[src/rtl/mips32_fetch_queue.sv]
// mips32_fetch_queue: instruction prefetch queue with branch redirect and halt
module mips32_fetch_queue #(
  parameter int          DEPTH    = 4,
  parameter logic [31:0] RESET_PC = 32'd0
) (
  input  logic        clk,
  input  logic        rst,
  output logic        imem_req,
  output logic [31:0] imem_addr,
  input  logic        imem_gnt,
  input  logic        imem_rvalid,
  input  logic [31:0] imem_rdata,
  input  logic        redirect,
  input  logic [31:0] redirect_pc,
  input  logic        halt,
  output logic        id_valid,
  input  logic        id_ready,
  output logic [31:0] id_ir,
  output logic [31:0] id_npc,
  output logic        halted
);
  localparam int AW = $clog2(DEPTH);
  localparam int CW = AW + 1;
  logic [31:0]   pc, resp_pc;
  logic [31:0]   fifo_ir  [DEPTH];
  logic [31:0]   fifo_npc [DEPTH];
  logic [AW-1:0] wr_ptr, rd_ptr;
  logic [CW-1:0] q_count, inflight, stale;
  logic          gnt, rv, push, pop;
  // Credit-limited request plus handshake qualifiers; a response with nothing in flight is ignored
  always_comb begin
    imem_req  = !rst && !halted && !redirect && ({1'b0, q_count} + {1'b0, inflight} < (CW+1)'(DEPTH));
    imem_addr = pc;
    gnt       = imem_req && imem_gnt;
    rv        = imem_rvalid && (inflight != '0);
    push      = rv && (stale == '0);
    id_valid  = q_count != '0;
    pop       = id_valid && id_ready;
    id_ir     = fifo_ir[rd_ptr];
    id_npc    = fifo_npc[rd_ptr];
  end
  // Fetch, queue and in-flight bookkeeping; a redirect flushes and marks remaining responses stale
  always_ff @(posedge clk or posedge rst) begin
    if (rst) begin
      pc       <= RESET_PC;
      resp_pc  <= RESET_PC;
      wr_ptr   <= '0;
      rd_ptr   <= '0;
      q_count  <= '0;
      inflight <= '0;
      stale    <= '0;
      for (int i = 0; i < DEPTH; i++) begin
        fifo_ir[i]  <= '0;
        fifo_npc[i] <= '0;
      end
    end else if (redirect) begin
      pc       <= redirect_pc;
      resp_pc  <= redirect_pc;
      wr_ptr   <= '0;
      rd_ptr   <= '0;
      q_count  <= '0;
      inflight <= inflight - CW'(rv);
      stale    <= inflight - CW'(rv);
    end else begin
      if (gnt) pc <= pc + 32'd1;
      if (push) begin
        fifo_ir[wr_ptr]  <= imem_rdata;
        fifo_npc[wr_ptr] <= resp_pc + 32'd1;
        wr_ptr           <= wr_ptr + AW'(1);
        resp_pc          <= resp_pc + 32'd1;
      end
      if (pop) rd_ptr <= rd_ptr + AW'(1);
      if (rv && stale != '0) stale <= stale - CW'(1);
      q_count  <= q_count + CW'(push) - CW'(pop);
      inflight <= inflight + CW'(gnt) - CW'(rv);
    end
  end
  // Sticky halt until reset
  always_ff @(posedge clk or posedge rst) begin
    if (rst) halted <= 1'b0;
    else if (halt) halted <= 1'b1;
  end
  assert property (@(posedge clk) disable iff (rst) !(imem_rvalid && inflight == '0));
  assert property (@(posedge clk) disable iff (rst) !(push && !redirect && q_count == CW'(DEPTH)));
endmodule
[config.mk]
export PLATFORM = sky130hd
export DESIGN_NAME = mips32_fetch_queue
export DESIGN_NICKNAME = d
export VERILOG_FILES = /design/src/rtl/mips32_fetch_queue.sv
export SDC_FILE = /design/constraint.sdc
export NUM_CORES = 1
export LEC_CHECK = 0
export ABC_AREA = 1
export BUFFER_PORTS_ARGS = -buffer_cell sky130_fd_sc_hd__buf_2
export CORE_AREA = 10 10 217 219
export CTS_BUF_LIST = sky130_fd_sc_hd__clkbuf_16
export CTS_CLUSTER_DIAMETER = 80
export DETAILED_ROUTE_END_ITERATION = 12
export DIE_AREA = 0 0 227 229
export PLACE_DENSITY = 0.65
export SYNTH_ARGS = -nofsm -noshare
export SYNTH_HDL_FRONTEND = slang
export SYNTH_SLANG_ARGS = --single-unit
[constraint.sdc]
create_clock -name clk -period 16.3 [get_ports clk]
set_clock_uncertainty 0.2 [all_clocks]
set_input_delay 0.815 -clock clk [delete_from_list [all_inputs] [get_ports clk]]
set_output_delay 0.815 -clock clk [all_outputs]
set_load 0.005 [all_outputs]
## Word level (Yosys, flattened, before mapping)

Cells that the tools add are included.

- Reduce and logical (&&, ||, !) cells: 21
- Magnitude comparators: 4
- Bitwise logic cells: 3
- Mux-type cells: 22
- Add/subtract/negate cells: 11

Operator list:

| cell | count |
|---|---|
| $mux 32 | 9 |
| $bwmux 128 | 2 |
| $bmux 32 s2 | 2 |
| $add 32x1->32 const B | 2 |
| $demux 32 s2 | 1 |
| $mux 3 | 4 |
| $logic_and 1x1->1 | 9 |
| $reduce_bool 3->1 | 3 |
| $sub 3x1->3 | 3 |
| $mux 2 | 4 |
| $reduce_bool 2->1 | 4 |
| $add 3x1->3 | 2 |
| $ge 3x3->1 const B | 2 |
| $not 2->3 | 2 |
| $add 2x1->2 const B | 2 |
| $add 3x3->4 | 1 |
| $lt 4x3->1 const B | 1 |
| $logic_not 1->1 | 3 |
| $logic_not 3->1 | 1 |
| $lt 3x1->1 const B | 1 |
| $sub 3x1->3 const B | 1 |
| $reduce_and 2->1 | 1 |
| $not 1->1 | 1 |

- Input bits: 71
- Output and inout bits: 99
- Bits in registers: 334
- Word-level logic and storage cells: 77

## Longest topological paths before layout

Gate-level depths: netlist of the first run.

- Depth in word-level cells: 8
- Depth in mapped cells: 14
- Depth with buffers taken out: 13

## Least setup slack after synthesis of the first run

No wires, ideal clock.

- Path type: input to register
- From: in rst
- To: reg inflight[2]
- Data required time: 15.976 ns
- Stages on the path: 13
- Path slack: 5.827 ns
- Arrival: 10.149 ns
- Path buffers: 1
- Setup time: 0.124 ns
- Cell sequence: inv_1 > nand3_1 > nor2_1 > nand2_2 > buf_1 > ha_1 > inv_1 > ha_1 > fa_1 > xor2_1 > or2_2 > nand3_1 > nand2_1

- Longest elaborated chain between the ends: 8

RTL lines:

| what | RTL line | RTL |
|---|---|---|
| from (decl) | 7 | `input logic rst,` |
| $logic_not 1->1 (no line) | -- |  |
| $logic_and 1x1->1 (3 in series) | 32 | `imem_req = !rst && !halted && !redirect && ({1'b0, q_count} + {1'b0, inflight} < (CW+1)'(DEPTH));` |
| net imem_req | 8 | `output logic imem_req,` |
| $logic_and 1x1->1 | 34 | `gnt = imem_req && imem_gnt;` |
| $add 3x1->3 | 75 | `inflight <= inflight + CW'(gnt) - CW'(rv);` |
| $sub 3x1->3 | 75 |  |
| $mux 3 | 56 | `end else if (redirect) begin` |
| to (signal assigned) | 62 | `inflight <= inflight - CW'(rv);` |
| to (signal assigned) | 75 |  |
| to (decl) | 28 | `logic [CW-1:0] q_count, inflight, stale;` |

The timed path passes the listed nets, and every way through them passes these cells.
A chain may end at the register's enable or synchronous reset.

## Worst setup path in the final report of the first run

- From: reg rd_ptr[0]
- To: out id_npc[11]

- Longest elaborated chain between the ends: 4

RTL lines:

| what | RTL line | RTL |
|---|---|---|
| from (decl) | 27 | `logic [AW-1:0] wr_ptr, rd_ptr;` |
| from (signal assigned) | 72 | `if (pop) rd_ptr <= rd_ptr + AW'(1);` |
| $not 2->3 (implied by the code) | 40 | `id_npc = fifo_npc[rd_ptr];` |
| $bmux 32 s2 | 40 |  |
| $mux 32 (implied by the code) (2 in series) | 40 |  |
| to (decl) | 19 | `output logic [31:0] id_npc,` |

Every way passes these cells. The select of a mux whose other input is x is not followed.

==> results by group, run 1 <==
Outcome
  – Outcome: finished, final reports clean

Placement
  – Dpl ws: between 10 and 15 ns
  – Buffers added on ports: about 170
  – Placer congestion estimate: between 0.9 and 1
  – Hpwl dp: between 30 and 40 mm

Timing
  – Final worst-path cycle share: 26.56%
  – Achievable Freq: approximately 230 MHz
  – Final Slew Violations: 0
  – Headroom to the max-slew limit: approximately 29%
  – Final setup viols: 0
  – Slew at the pin with the worst max-slew slack: about 1.1 ns
  – Fin worst setup slack: 11.97 ns
  – Fin Setup TNS: 0 ns
  – Tmin final: between 4 and 5 ns
  – Fin. Hold Viols: 0
  – RSZ-0062 raised after global routing: false

Setup path
  – Type of the worst setup path: reg -> out
  – Flop2flop setup slack: 12.92 ns
  – Crit path DAT: about 3.3 ns
  – Reg2reg path depth: 11
  – Worst path required time: between 15 and 20 ns
  – Nature of the critical path endpoint: primary output
  – Crit-path max FO: 80
  – Worst R2R Start: stale[0]
  – Reg2reg end: fifo_npc[32]
  – Worst setup SP type: flop

Synth
  – Leading area contributor after synthesis: dfrtp_1
  – Mapped Area: about 0.017 mm2
  – Ys flop type: dfrtp_1
  – Yosys synthesis warning count: 0
  – Post-synth top area share: between 40% and 50%
  – Syn_nets: 2391
  – Dominant cells by area after synthesis: dfrtp_1 (50%), nand2_1 (24%), nor2_1 (5.1%)
  – Cells after Synth: approximately 2300
  – Sequential-to-total area share from yosys stat: around 50%
  – Fraction of registers with async set/reset: 100.0%
  – Mean Syn Cell Area: roughly 7.3 um2
  – Library cells used by synthesis: 33
  – Most frequent cell after synthesis: nand2_1
  – Post-synth EDFFs: 0
  – Post-synth top cells: nand2_1 (1083), dfrtp_1 (334), nor2_1 (230)
  – #FFs+latches synth: between 300 and 400

Global route
  – Initial antenna violation count: 0
  – Total congestion overflow: 0
  – Total track usage: 20.17%
  – Vias in the first global route: about 15000
  – Largest net degree at the start of global routing: about 190
  – First-pass GRT wire length: roughly 84 mm

Pwr
  – VDD IR max: 0.06193 mV
  – PD cells: between 100 and 150 mW/mm2
  – Power, Total: about 2.8 mW
  – Leakage: ~10 nW

Die
  – Die H: between 200 and 250 um
  – Core Region: roughly 0.043 mm2
  – # rows: between 70 and 80
  – Die ar.: 0.05198 mm2
  – Die W: between 200 and 250 um
  – IO Count: 170
  – Initial Util: 39.40%

Detailed routing
  – WL/cell: 17.47 um
  – Via-to-Cell Ratio: about 5.2
  – DR vias: about 15000
  – First-pass DRT Iterations: 6
  – Met1 Wirelength: ~24 mm
  – DRT antenna net count: 0
  – DRC viols: 0
  – Metal3 WL: around 3.8 mm
  – Final WL: 52.24 mm
  – DRT iter0 DRCs: about 1500
  – Top Metal Used: met4
  – Length of routed met2 wiring: around 24 mm

Hold path
  – Min-delay worst type: in -> async

Clock network
  – H-tree lvl count: 2
  – Clock sink total: approximately 330
  – Root buffer cell: clkbuf_16
  – Reg clk slew, reported paths: approximately 0.060 ns
  – CTS tree: built
  – Clock Latency Late Sink: 0.56 ns
  – Worst-case clock buffer depth: 3
  – Post-CTS Setup Bufs: 0
  – Cts hold-fix bufs: 0
  – Post_cts resized: 0
  – Total CTS buffers: 39

Cells and area
  – NumNets Final: 2506
  – Area delta synth->final: 14.39%
  – Fillcell total: roughly 4300
  – Fraction of layout instances using a drive strength above 1: 10.96%
  – Area taken by multi-input logic gates: around 0.0076 mm2
  – Sequential Area: between 0.008 and 0.009 mm2
  – N_diodes: 0

Run
  – # Max-Cap Violations: 0
-- placed cells by master (no fill, tap or decap), types with 2 or more instances in the layout --
cell,n
inv_8,2
clkbuf_16,39
nor3_1,2
clkinv_1,8
nand2_1,1083
xnor2_1,8
bufinv_16,4
buf_2,169
o211ai_1,10
xor2_1,17
fa_1,2
buf_4,14
o22ai_1,64
nand3_1,100
o21bai_1,3
or2_2,5
a21oi_1,9
nor2_1,230
inv_1,108
nand3b_1,12
ha_1,16
inv_2,8
dfrtp_1,332
clkinv_2,10
o21ai_0,162
nor2_2,3
nand4_1,7
nor2_4,5
-- worst max path at each step --
stage	start	end	slack, ns	depth (start not counted)
after global placement	redirect	fifo_npc[32]	12.26	9
after CTS	rd_ptr[0]	id_npc[20]	11.93	5
final	rd_ptr[0]	id_npc[11]	11.97	5
after global routing	rd_ptr[0]	id_npc[20]	11.78	5
after detailed placement	redirect	fifo_npc[32]	12.15	9
after floorplan	rst	inflight[2]	5.83	13
-- report_power, final --
| group | internal, mW | switching, mW | total, mW |
|---|---|---|---|
| clock network | 0.501 | 0.361 | 0.862 |
| registers | 1.00 | 0.124 | 1.13 |
| logic | 0.305 | 0.517 | 0.823 |
| total | 1.81 | 1.00 | 2.81 |
-- critical path: stages (launching register included) --
cell,delay (ns)
dfrtp_4,0.65
clkinv_2,0.56
buf_4,0.81
o21ai_0,0.18
o22ai_1,0.29
buf_2,0.18
-- metal layers --
layer | track usage, % | up-vias
met1 | 27.56 | 7350
li1 | - | 7487
met4 | 5.395 | 0
met2 | 31.80 | 513
met3 | 4.243 | 71
met5 | 0 | -
-- final cells by class --
cell class,count,share of cell area (%)
flip-flops and latches,334,43.46
multi-input cells,1745,39.25
clock buffers,39,5.072
repair buffers,184,5.046
well taps,546,3.550
inverters,113,2.263
clock inverters,30,1.352
-- kinds of logic (layout without fill, tap and decap cells) --
group	after synthesis	in the layout	share of synthesized area, %
flops	334	334	49.69
simple gates	1451	1451	34.00
compound gates	251	251	8.175
xor+xnor	25	25	1.302
fa+ha+maj	18	18	1.428
buf+inv	223	366	5.408
-- sequential cells by signal, indices dropped and copies added, names as in the netlist --
register and cells:
resp_pc 32, fifo_npc 128, stale 3, imem_addr 32, q_count 3, inflight 3
wr_ptr 2, fifo_ir 128, halted 1, rd_ptr 2
-- per-stage QoR --
step	hold WS [ns]	instance area [um2]	util [%]	instances
finish	0.1374	19240	45.07	2991
global route	0.1629	19240	45.07	2991
CTS	0.1543	19240	45.07	2991
detailed placement	0.2529	18010	42.17	2922
global placement	0.2487	18010	42.17	2922
floorplan	0.2366	16820	-	2302
Power figures use the tool's default switching activity.
==> inputs of run 2 (changes only) <==
- ABC_AREA: 1 -> 0
- CORE_AREA: 10 10 217 219 -> 10 10 210 212
- DIE_AREA: 0 0 227 229 -> 0 0 220 222
- PLACE_DENSITY: 0.65 -> 0.66
- clock period: 16.3 -> 4.1 ns (I/O delays scaled with it)
==> run 2 against run 1 <==
  * Register-to-register slack lost 12 ns
  * Critical path type is now reg -> reg
  * Highest routed layer unchanged
  * Power grew to 3.8 times the previous value
  * Flip-flop and latch count is the same
==> results by group, run 2 <==
Synth
  – Dominant cells by area after synthesis: dfrtp_1 (53%), mux2_2 (10%), mux4_2 (9.1%)
  – Cells after Synth: 1326 (-42%)
  – Ys flop type: dfrtp_1
  – Mean Syn Cell Area: 11.95 um2 (+63%)
  – Mapped Area: 0.01584 mm2 (-5.8%)
  – Fraction of registers with async set/reset: 100.0% (unchanged)
  – Sequential-to-total area share from yosys stat: 52.76% (+3.1 points)
  – Post-synth top area share: 52.76% (+3.1 points)
  – Library cells used by synthesis: 47 (+42%)
  – Most frequent cell after synthesis: dfrtp_1
  – Post-synth EDFFs: 0 (unchanged)
  – Post-synth top cells: dfrtp_1 (334), nand2_1 (190), o21ai_0 (165)
  – #FFs+latches synth: 334 (unchanged)
  – Yosys synthesis warning count: 0 (unchanged)
  – Leading area contributor after synthesis: dfrtp_1
  – Syn_nets: 1415 (-41%)

Die
  – Die H: 222 um (-3.1%)
  – Die W: 220 um (-3.1%)
  – IO Count: 170 (unchanged)
  – Core Region: 0.03964 mm2 (-7.2%)
  – Die ar.: 0.04884 mm2 (-6.0%)
  – Initial Util: 39.96% (+0.56 points)
  – # rows: 73 (-3.9%)

Timing
  – Final worst-path cycle share: 70.66%
  – Final Slew Violations: 0 (unchanged)
  – Tmin final: just under 3 ns
  – Slew at the pin with the worst max-slew slack: 1.009 ns (-0.05890 ns)
  – RSZ-0062 raised after global routing: false
  – Achievable Freq: between 300 and 400 MHz
  – Final setup viols: 0 (unchanged)
  – Headroom to the max-slew limit: 32.11% (+3.4 points)
  – Fin. Hold Viols: 0 (unchanged)

Setup path
  – Critical path's largest stage delay: 0.65 ns (-0.16 ns)
  – Crit-path max FO: 15 (-81%)
  – Worst setup SP type: flop
  – Worst path cell trace: o31ai_1 -> nor2_1 -> buf_4 -> inv_1 -> ha_1 -> inv_1 -> ha_1 -> inv_1 -> fa_1 -> xnor2_1 -> nor2_1
  – Type of the worst setup path: reg -> reg
  – Most used cell, CP: inv_1
  – Nature of the critical path endpoint: flop
  – Slowest-stage cell, CP: o31ai_1
  – Crit path DAT: 3.06 ns (-0.25 ns)
  – Worst path required time: 4.27 ns (-11.02 ns)

Pwr
  – Sequential share of power: 42.5% (+2.4 points)
  – VDD IR max: 0.2633 mV (+330%)
  – Leakage: 8.613 nW (-17%)
  – Switching share of power: 29.03% (-6.6 points)
  – PD cells: 555.6 mW/mm2 (+280%)
  – Power, Total: 10.60 mW (+280%)
  – Power share of the clock group: 31.3% (+0.6 points)
  – Internal: 7.521 mW (+320%)
  – Combinational power share: 26.2% (-3.1 points)
  – Psw: 3.076 mW (+210%)

Outcome
  – Outcome: finished, final reports clean

Detailed routing
  – DRT iter0 DRCs: 646 (-57%)
  – DRT antenna net count: 0 (unchanged)
  – First-pass DRT Iterations: 5 (-1)
  – WL/cell: 18.48 um (+5.8%)
  – DR vias: 11121 (-28%)
  – Via-to-Cell Ratio: 5.324 (+3.3%)
  – Final WL: 38.61 mm (-26%)
  – DRC viols: 0 (unchanged)

Global route
  – Total congestion overflow: 0 (unchanged)
  – Initial antenna violation count: 0 (unchanged)
  – Total track usage: 15.93% (-4.2 points)
  – First-pass GRT wire length: 63.80 mm (-24%)
  – Vias in the first global route: 11619 (-24%)
  – Largest net degree at the start of global routing: 164 (-12%)

Clock network
  – Reg clk slew, reported paths: 0.06 ns (about the same)
  – Post_cts resized: 0 (unchanged)
  – Clock sink total: 334 (unchanged)
  – Total CTS buffers: 37 (-5.1%)
  – H-tree lvl count: 2 (unchanged)
  – CTS tree: built
  – Clock Latency Late Sink: 0.53 ns (-0.03 ns)
  – Root buffer cell: clkbuf_16
  – Worst-case clock buffer depth: 3 (unchanged)
  – Post-CTS Setup Bufs: 0 (unchanged)

Cells and area
  – Fraction of layout instances using a drive strength above 1: 30.12% (+19 points)
  – Cell area after layout: 0.01907 mm2 (-0.88%)
  – NumNets Final: 1627 (-35%)
  – Most frequent cells in the layout: dfrtp_1 (332), nand2_1 (186), buf_2 (169)
  – Regs by FF count: fifo_ir x128, fifo_npc x128
  – Area delta synth->final: 20.41%
  – Most common cell after layout, fill and taps aside: dfrtp_1
  – N_diodes: 0 (unchanged)

Placement
  – Hpwl dp: 25.49 mm (-22%)
  – Buffers added on ports: 169 (unchanged)
  – Placed cell areas: 0.01719 mm2 (-4.6%)
  – Placer congestion estimate: 0.8486 (-7.8%)

Run
  – # Max-Cap Violations: 0 (unchanged)

Hold path
  – Min-delay worst type: in -> reg
-- run 2: changes by cell type after synthesis, sizes merged, moves of 16 or more --
cell   delta
nand3    -58
buf      -20
mux2    +141
nor3     +16
nand4    +25
inv      -89
nand2   -894
mux4     +64
nor2    -205
o22ai    -64
xnor2    +24
xor2     +25
-- run 2: critical path: cells and delay by family (launching register included) --
| family | cells | cell delay [ns] |
|---|---|---|
| buffers and inverters | 4 | 0.44 |
| AOI/OAI and AO/OA | 1 | 0.65 |
| xor gates and xnor gates | 1 | 0.16 |
| and+or+nand+nor | 2 | 0.17 |
| adders and majority gates | 3 | 0.73 |
| DFF | 1 | 0.41 |
-- run 2: cell type report --
class                      instances  area (um2)
multi-input combinational        883        6975
sequential                       334        8366
clock inverter                    28       280.3
fill                            3516       20570
timing repair buffer             259        1779
inverter                          23       90.09
tap                              525       656.9
clock buffer                      37       925.9
-- run 2: path summary, 6_finish.rpt --
check | startpoint | endpoint | slack, ns | depth (start not counted)
setup / recovery | inflight[0] | q_count[2] | 1.20 | 11
setup reg to reg | inflight[0] | q_count[2] | 1.20 | 11
min in group asynchronous | rst | halted | 0.58 | 4
max in group asynchronous | rst | fifo_ir[111] | 1.90 | 6
hold reg to reg | fifo_npc[48] | fifo_npc[48] | 0.27 | 2
hold / removal | redirect | rd_ptr[1] | 0.14 | 3
-- run 2: power by group through the flow --
stage | clock [mW] | sequential (mW) | combinational (mW)
after floorplan | 0 | 4.33 | 1.90
after global placement | 0 | 4.52 | 2.73
after detailed placement | 0 | 4.56 | 2.79
after CTS | 3.41 | 4.51 | 2.85
after global routing | 3.56 | 4.62 | 3.10
final | 3.32 | 4.50 | 2.77
-- run 2: per-layer routing --
metal	part of all wire (%)	routed length (um)	track usage, %
met1	46	17730	21.89
met2	46	17750	25.01
met3	6.2	2412	3.738
met4	1.9	718	3.523
met5	0	0	0
-- run 2: kinds of logic after synthesis --
| family | Yosys count | share of synthesized area (%) |
|---|---|---|
| simple gates | 367 | 11.46 |
| flops | 334 | 52.76 |
| compound gates | 219 | 7.615 |
| mux | 205 | 19.12 |
| buf+inv | 109 | 3.428 |
| xor+xnor | 74 | 4.092 |
| fa+ha+maj | 18 | 1.517 |
-- run 2: per-stage QoR --
stage	TNS, ns	setup slack, ns	instances	util (%)	hold WS, ns
after floorplan	-256.38	-0.7676	1326	-	0.1143
after global placement	0	1.228	1956	43.36	-0.03860
after detailed placement	0	1.198	1956	43.36	-0.04048
after CTS	0	1.142	2089	48.12	0.1456
after global routing	0	0.9642	2089	48.12	0.1850
final	0	1.203	2089	48.12	0.1429
-- run 2: what timing repair did --
item	in CTS	in global routing
hold endpoints to repair	478	0
endpoints found under the setup margin	0	0
hold buffers	68	0
